**src/rtl/startup_seq_if.sv**
```systemverilog
// Control/status bundle between the power-up sequencer and its surroundings.
// The controller side (master) drives ready/ack/retry; the sequencer (slave) returns enables and status.
interface startup_seq_if #(
    parameter int N_STG = 4
) ();
    logic             ready;
    logic [N_STG-1:0] ack;
    logic             retry;
    logic [N_STG-1:0] en;
    logic             busy;
    logic             done;
    logic             err;
    logic [2:0]       err_stg;

    modport master (
        output ready, ack, retry,
        input  en, busy, done, err, err_stg
    );

    modport slave (
        input  ready, ack, retry,
        output en, busy, done, err, err_stg
    );
endinterface

```
**src/rtl/startup_seq.sv**
```systemverilog
// Power-up sequencer: after ready rises, enables N_STG stages one by one, each
// waiting for its ack (with timeout) and separated by a fixed idle gap.
module startup_seq #(
    parameter int N_STG   = 4,
    parameter int GAP     = 4,
    parameter int TIMEOUT = 16
) (
    input  logic         clk,
    input  logic         rstn,
    startup_seq_if.slave bus,
    output logic [2:0]   dbg_state_o
);
    localparam int MAXV = (GAP > TIMEOUT) ? GAP : TIMEOUT;
    localparam int CW   = (MAXV > 1) ? $clog2(MAXV) : 1;

    typedef enum logic [2:0] {
        S_IDLE = 3'd0,
        S_EN   = 3'd1,
        S_GAP  = 3'd2,
        S_DONE = 3'd3,
        S_ERR  = 3'd4
    } state_t;

    state_t           state_q;
    logic [N_STG-1:0] en_q;
    logic             busy_q;
    logic             done_q;
    logic             err_q;
    logic [2:0]       err_stg_q;
    logic [2:0]       stg_q;
    logic [CW-1:0]    cnt_q;

    logic             ack_cur;
    logic [N_STG-1:0] next_mask;

    // Decode the current stage's ack and the next stage's enable bit without
    // indexing N_STG-wide vectors by the 3-bit stage number.
    always_comb begin
        ack_cur   = 1'b0;
        next_mask = '0;
        for (int i = 0; i < N_STG; i++) begin
            if (stg_q == 3'(i)) ack_cur = bus.ack[i];
            if (stg_q + 3'd1 == 3'(i)) next_mask[i] = 1'b1;
        end
    end

    always_ff @(posedge clk or negedge rstn) begin
        if (!rstn) begin
            state_q   <= S_IDLE;
            en_q      <= '0;
            busy_q    <= 1'b0;
            done_q    <= 1'b0;
            err_q     <= 1'b0;
            err_stg_q <= 3'd0;
            stg_q     <= 3'd0;
            cnt_q     <= '0;
        end else if (state_q != S_IDLE && !bus.ready) begin
            // Losing ready aborts everything; err_stg survives for diagnosis.
            state_q <= S_IDLE;
            en_q    <= '0;
            busy_q  <= 1'b0;
            done_q  <= 1'b0;
            err_q   <= 1'b0;
            stg_q   <= 3'd0;
            cnt_q   <= '0;
        end else begin
            case (state_q)
                S_IDLE: begin
                    if (bus.ready) begin
                        state_q <= S_EN;
                        stg_q   <= 3'd0;
                        en_q    <= N_STG'(1);
                        busy_q  <= 1'b1;
                        cnt_q   <= '0;
                    end
                end
                S_EN: begin
                    if (ack_cur) begin
                        cnt_q <= '0;
                        if (stg_q == 3'(N_STG - 1)) begin
                            state_q <= S_DONE;
                            busy_q  <= 1'b0;
                            done_q  <= 1'b1;
                        end else begin
                            state_q <= S_GAP;
                        end
                    end else if (cnt_q == CW'(TIMEOUT - 1)) begin
                        state_q   <= S_ERR;
                        en_q      <= '0;
                        busy_q    <= 1'b0;
                        err_q     <= 1'b1;
                        err_stg_q <= stg_q;
                        cnt_q     <= '0;
                    end else begin
                        cnt_q <= cnt_q + CW'(1);
                    end
                end
                S_GAP: begin
                    if (cnt_q == CW'(GAP - 1)) begin
                        state_q <= S_EN;
                        stg_q   <= stg_q + 3'd1;
                        en_q    <= en_q | next_mask;
                        cnt_q   <= '0;
                    end else begin
                        cnt_q <= cnt_q + CW'(1);
                    end
                end
                S_DONE: begin
                end
                S_ERR: begin
                    if (bus.retry) begin
                        state_q <= S_IDLE;
                        err_q   <= 1'b0;
                        cnt_q   <= '0;
                    end
                end
                default: begin
                    state_q <= S_IDLE;
                    cnt_q   <= '0;
                end
            endcase
        end
    end

    assign bus.en      = en_q;
    assign bus.busy    = busy_q;
    assign bus.done    = done_q;
    assign bus.err     = err_q;
    assign bus.err_stg = err_stg_q;
    assign dbg_state_o = state_q;
endmodule

```
**src/flat_wrapper.sv**
```systemverilog
// flat-port wrapper written by rule: the top's interface ports become plain ports
module startup_seq_flat 
#(
    parameter int N_STG   = 4,
    parameter int GAP     = 4,
    parameter int TIMEOUT = 16
)
  (clk, rstn, dbg_state_o, bus_ready, bus_ack, bus_retry, bus_en, bus_busy, bus_done, bus_err, bus_err_stg);
  startup_seq_if #(.N_STG(N_STG)) bus_i ();
  input  logic clk;
  input  logic rstn;
  output logic [2:0] dbg_state_o;
  input wire logic [$bits(bus_i.ready)-1:0] bus_ready;
  input wire logic [$bits(bus_i.ack)-1:0] bus_ack;
  input wire logic [$bits(bus_i.retry)-1:0] bus_retry;
  output wire logic [$bits(bus_i.en)-1:0] bus_en;
  output wire logic [$bits(bus_i.busy)-1:0] bus_busy;
  output wire logic [$bits(bus_i.done)-1:0] bus_done;
  output wire logic [$bits(bus_i.err)-1:0] bus_err;
  output wire logic [$bits(bus_i.err_stg)-1:0] bus_err_stg;
  assign bus_i.ready = bus_ready;
  assign bus_i.ack = bus_ack;
  assign bus_i.retry = bus_retry;
  assign bus_en = bus_i.en;
  assign bus_busy = bus_i.busy;
  assign bus_done = bus_i.done;
  assign bus_err = bus_i.err;
  assign bus_err_stg = bus_i.err_stg;
  startup_seq #(.N_STG(N_STG), .GAP(GAP), .TIMEOUT(TIMEOUT)) u_core (.clk(clk), .rstn(rstn), .bus(bus_i), .dbg_state_o(dbg_state_o));
endmodule
```
**config.mk**
```make
export PLATFORM = sky130hd
export DESIGN_NAME = startup_seq_flat
export DESIGN_NICKNAME = d
export VERILOG_FILES = /design/src/rtl/startup_seq_if.sv /design/src/rtl/startup_seq.sv /design/src/flat_wrapper.sv
export SDC_FILE = /design/constraint.sdc
export NUM_CORES = 1
export LEC_CHECK = 0
export ABC_AREA = 1
export CAP_MARGIN = 15
export CORE_AREA = 2 2 52 74
export DETAILED_ROUTE_END_ITERATION = 6
export DIE_AREA = 0 0 54 76
export PLACE_DENSITY = 0.63
export SYNTH_ARGS = -nofsm -noshare
export SYNTH_HDL_FRONTEND = slang
export SYNTH_SLANG_ARGS = --single-unit
```
**constraint.sdc**
```tcl
create_clock -name clk -period 3.8 [get_ports clk]
set_input_delay 0.76 -clock clk [delete_from_list [all_inputs] [get_ports clk]]
set_output_delay 0.76 -clock clk [all_outputs]
set_load 0.005 [all_outputs]
```
Word level (Yosys, flattened, before mapping)
Index checks and enable logic that the tools add are counted.
Storage, ports and cells
  bits in registers: 20
  output and inout port bits: 13
  word-level logic and storage cells: 102
Cells by class
  add/sub/neg operators: 2
  equality and inequality tests: 20
  multiplexer cells: 48
  bitwise gates (word level): 3
  reduce and logical (&&, ||, !) cells: 21
Operators with widths (count)
  4-bit two-way mux: 11
  3-bit two-way mux: 9
  1-bit two-way mux: 22
  4-bit one-hot mux with 5 select lines: 1
  3-bit by 2-bit == test with 1-bit output, second input constant: 6
  3-bit one-hot mux with 5 select lines: 1
  4-bit one-hot mux with 3 select lines: 1
  4-bit AND reduction: 3
  3-bit nonzero test: 4
  5-bit AND reduction: 2
  3-bit by 1-bit == test with 1-bit output, second input constant: 3
  3-bit zero test: 3
  3-bit AND reduction: 3
  3-bit by 1-bit != test with 1-bit output, second input constant: 2
  3-bit by 2-bit != test with 1-bit output, second input constant: 2
  3-bit one-hot mux with 2 select lines: 1
  2-bit nonzero test: 3
  4-bit by 1-bit adder with 4-bit output, second input constant: 1
  4-bit by 2-bit == test with 1-bit output, second input constant: 1
  4-bit == test, second input constant: 1
  4-bit by 1-bit != test with 1-bit output, second input constant: 1
  4-bit != test, second input constant: 1
  4-bit OR: 1
  1-bit one-hot mux with 2 select lines: 2
  other kinds (8): 9

Depth between registers and ports, before layout
  depth after elaboration: 8
  mapped depth: 11

Least setup slack after synthesis
Ideal clock, no wire load.
  path type: input-to-reg
  start: in bus_ack[1]
  end: reg u_core.en_q[0] (netlist: u_core.bus.en[0])
  library setup time: 117 ps
  data arrival time: 1510 ps
  required time: 3683 ps
  slack: 2172 ps
  cell stages on the path: 8
  path buffers: 0
  path through: a21oi_1 nand2_1 nand2_1 nand2_1 nand2_1 nand3_4 nand2_1 nand2_1
On the way
  longest elaborated chain between the ends: 5
RTL lines
  start: declaration: line flat_wrapper.sv:14  | input wire logic [$bits(bus_i.ack)-1:0] bus_ack;
  1-bit two-way mux (3 in series): line startup_seq.sv:42  | if (stg_q == 3'(i)) ack_cur = bus.ack[i];
  3-bit != test (no line)
  5-bit AND reduction (no line)
  end signal: assignment: line startup_seq.sv:102  | en_q <= en_q | next_mask;
  end: declaration: line startup_seq.sv:25  | logic [N_STG-1:0] en_q;
No other way between the ends.
A chain may end at the register's enable or synchronous reset.

Worst setup path in the final report
  start: reg u_core.state_q[1] (netlist: u_core.dbg_state_o[1])
  end: out dbg_state_o[1]
RTL lines
  start: declaration: line startup_seq.sv:24  | state_t state_q;
  start signal: assignment: line startup_seq.sv:49  | state_q <= S_IDLE;
  start signal: assignment: line startup_seq.sv:59  | state_q <= S_IDLE;
  start signal: assignment: line startup_seq.sv:70  | state_q <= S_EN;
  end: declaration: line flat_wrapper.sv:12  | output logic [2:0] dbg_state_o;
No word-level cell between the ends.

==> run summary <==
Worst setup path
• **worst path cell trace** clkdlybuf4s50_1
• **RR Endpoint** u_core.bus.err
• **flop-to-flop setup slack** 1.94 ns
• **critical path class** flop to output pin
• **endpoint class of the critical path** output pin
• **required time of the worst setup path** 3.04 ns
• **number of buffers and inverters on the critical path** 1
• **Worst Reg-to-Reg Cells** 10
• **Crit path max-delay family** flip-flops
• **count of cell instances traversed by the critical path** 1
• **CP Launch Type** flop
• **critical path's slowest cell** dfrtp_1
• **largest fanout on the critical path** 9
• **Reg-to-Reg Start** u_core.stg_q[0]
• **Arrival @ worst endpoint** 1.42 ns
• **CP max stage delay** 0.58 ns
• **Worst setup startpoint** u_core.dbg_state_o[1]

Final layout
• **# diodes** 0
• **commonest non-fill, non-tap cells in the layout** nand2_1 (54), inv_1 (23), clkdlybuf4s50_1 (20), dfrtp_1 (20), nor2_1 (14)
• **total of fill cells in the finished design** 376
• **proportion of layout cells with a drive suffix above 1** 0.129
• **layout-stage area growth over the synthesis result** 21.1%
• **multi-input logic area** 737 µm²
• **final cell area excluding filler cells** 1630 µm²
• **Storage cell area** 500 µm²
• **final cell count without fillers** 244
• **number of nets in the layout** 220
• **commonest non-fill, non-tap cell in the layout** nand2_1

Timing
• **setup slack of the critical path after layout** 1.62 ns
• **Period Utilization, post-route** 0.573
• **shortest clock period the worst path allows after layout** 2.18 ns
• **final hold viol count** 0
• **Max Fclk** 0.459 GHz
• **Final setup viols** 0
• **measured slew at the worst slew-check pin** 0.908 ns
• **total negative slack** 0 ns
• **RSZ-0062 raised after global routing** no
• **final max-slew violation count** 0
• **Clock Skew** 0.00710 ns
• **Slew HR** 0.393

Power and ir drop
• **worst supply voltage drop on vdd** 281 µV
• **total power density per cell area** 565 nW/µm²
• **Static Leak** 0.825 nW

Global route
• **first-pass GRT wire length** 4950 µm
• **final global-route overflow total** 0
• **maximum number of pins on one net before global-route repair** 21
• **initial antenna violation count** 0
• **combined global-route utilization of all metal layers** 0.161
• **vias in the first global route** 1135

Floorplan
• **Initial Utilization** 0.382
• **die width** 54 µm
• **chip height** 76 µm
• **area of the core** 3510 µm²
• **number of standard-cell rows in the floorplan** 26
• **number of top-level pins** 21
• **floorplan die area** 4100 µm²

Worst hold path
• **HP Class** flop to flop
• **startpoint of the most critical hold path** u_core.bus.err
• **Worst Hold End** u_core.bus.err
• **Cells on Worst Hold Path** 2

Placement
• **Post-DP Area** 1580 µm²
• **Final Wtd Congestion** 0.917
• **half-perimeter wire length of the detailed placement result** 2390 µm
• **input/output buffers** 20
• **setup slack after placement** 1.53 ns
• **Post-Place Cells** 241

Drt
• **number of detailed-routing iterations run before antenna repair** 4
• **Residual DRC** 0
• **routed vias/inst** 4.98
• **DRT antenna net count** 0
• **Vias** 1214
• **Iteration-0 DRC Markers** 21
• **routed len/inst** 12.1 µm
• **final WL** 2960 µm

Clock network
• **post-cts gate resize count** 0
• **TritonCTS clock tree** yes
• **Num Clock Sinks** 20
• **Root Buffer** clkbuf_8
• **clock transition at the registers of the reported paths** 0.08 ns
• **Clock Path Buffers** 2
• **post-CTS setup buffer count** 0
• **number of buffers added to fix hold violations after cts** 0
• **Clock H-tree levels** 1
• **TritonCTS buffer count** 3
• **clock latency on the worst-skew pair** 0.26 ns

Yosys
• **cell area after technology mapping** 1340 µm²
• **area fraction in compound gates after synthesis** 0.0708
• **sequential cell area fraction in the yosys report** 0.373
• **mean cell area of the mapped netlist** 7.46 µm²
• **parity-gate share of the synthesized area counting xor and xnor cells** 0
• **count of different cell masters after synthesis** 23
• **synthesis warning total** 0
• **main combinational cell family by area after synthesis** simple AND/OR/NAND/NOR gates
• **synthesized instance count** 180
• **basic-gate share of the synthesized area counting and, or, nand and nor cells** 0.404
• **synthesis-stage register bit count** 20
• **fraction of the mapped netlist area in adder cells** 0.0746
• **multiplexer share of the synthesized area** 0
• **Net Count, Synth** 196

Job
• **max-capacitance violation count** 0

Status
• **outcome** finished, final reports clean

-- kinds of logic (layout without fill, tap and decap cells) --
family          count (synthesis)  after routing
simple gates                  107            107
buf+inv                        26             48
compound gates                 19             19
flops                          20             20
fa+ha+maj                       8              8
-- flip-flops by register name, indices dropped and copies added (netlist names) --
signal,flops
u_core.stg_q,3
u_core.bus.err,1
u_core.bus.err_stg,3
u_core.bus.busy,1
u_core.bus.done,1
u_core.dbg_state_o,3
u_core.cnt_q,4
u_core.bus.en,4
-- cell usage after synthesis, drive strengths merged --
library cell | n | area share
a21oi | 9 | 0.034
buf | 1 | 0.0084
dfrtp | 20 | 0.37
ha | 8 | 0.075
inv | 25 | 0.070
nand2 | 59 | 0.18
nand3 | 12 | 0.065
nand3b | 1 | 0.0056
nand4 | 9 | 0.047
nor2 | 22 | 0.088
nor3 | 2 | 0.011
o21ai | 10 | 0.037
or2 | 2 | 0.0093
-- stage by stage --
stage               hold WS [ns]  utilization  power (W)
finish                     0.484        0.463   0.000919
detailed placement         0.475        0.451   0.000786
floorplan                  0.464            -   0.000647
global route               0.541        0.463    0.00100
global placement           0.466        0.451   0.000789
CTS                        0.493        0.463   0.000931
-- tightest hold or removal path: cells and delay by family (launching register included) --
family,cells,cell delay (ns)
DFF,1,0.35
and+or+nand+nor,2,0.10
-- worst max-delay path by stage --
stage / slack (ns) / to
finish: 1.62 / dbg_state_o[1]
global route: 1.56 / dbg_state_o[1]
CTS: 1.61 / dbg_state_o[1]
detailed placement: 1.53 / u_core.bus.err
global placement: 1.54 / u_core.bus.err
floorplan: 2.17 / u_core.bus.en[0]
-- final cells by class --
cell class / instances / area share
multi-input combinational: 134 / 0.453
sequential: 20 / 0.308
timing repair buffer: 20 / 0.123
inverter: 25 / 0.0577
clock buffer: 3 / 0.0254
tap: 42 / 0.0323
-- report_power, final --
group          total, W  switching, W  internal [W]  leakage, nW
registers      0.000305     0.0000544      0.000250        0.271
logic          0.000471      0.000285      0.000187        0.532
clock network  0.000143     0.0000721     0.0000708       0.0216
total          0.000919      0.000411      0.000508        0.825
-- layer usage --
layer	routed length, µm	vias up	GRT usage
li1	-	618	-
met1	1250	572	0.186
met2	1580	17	0.284
met3	79	7	0.0255
met4	59	0	0.0600
met5	0	-	0
Power figures use the tool's default switching activity.
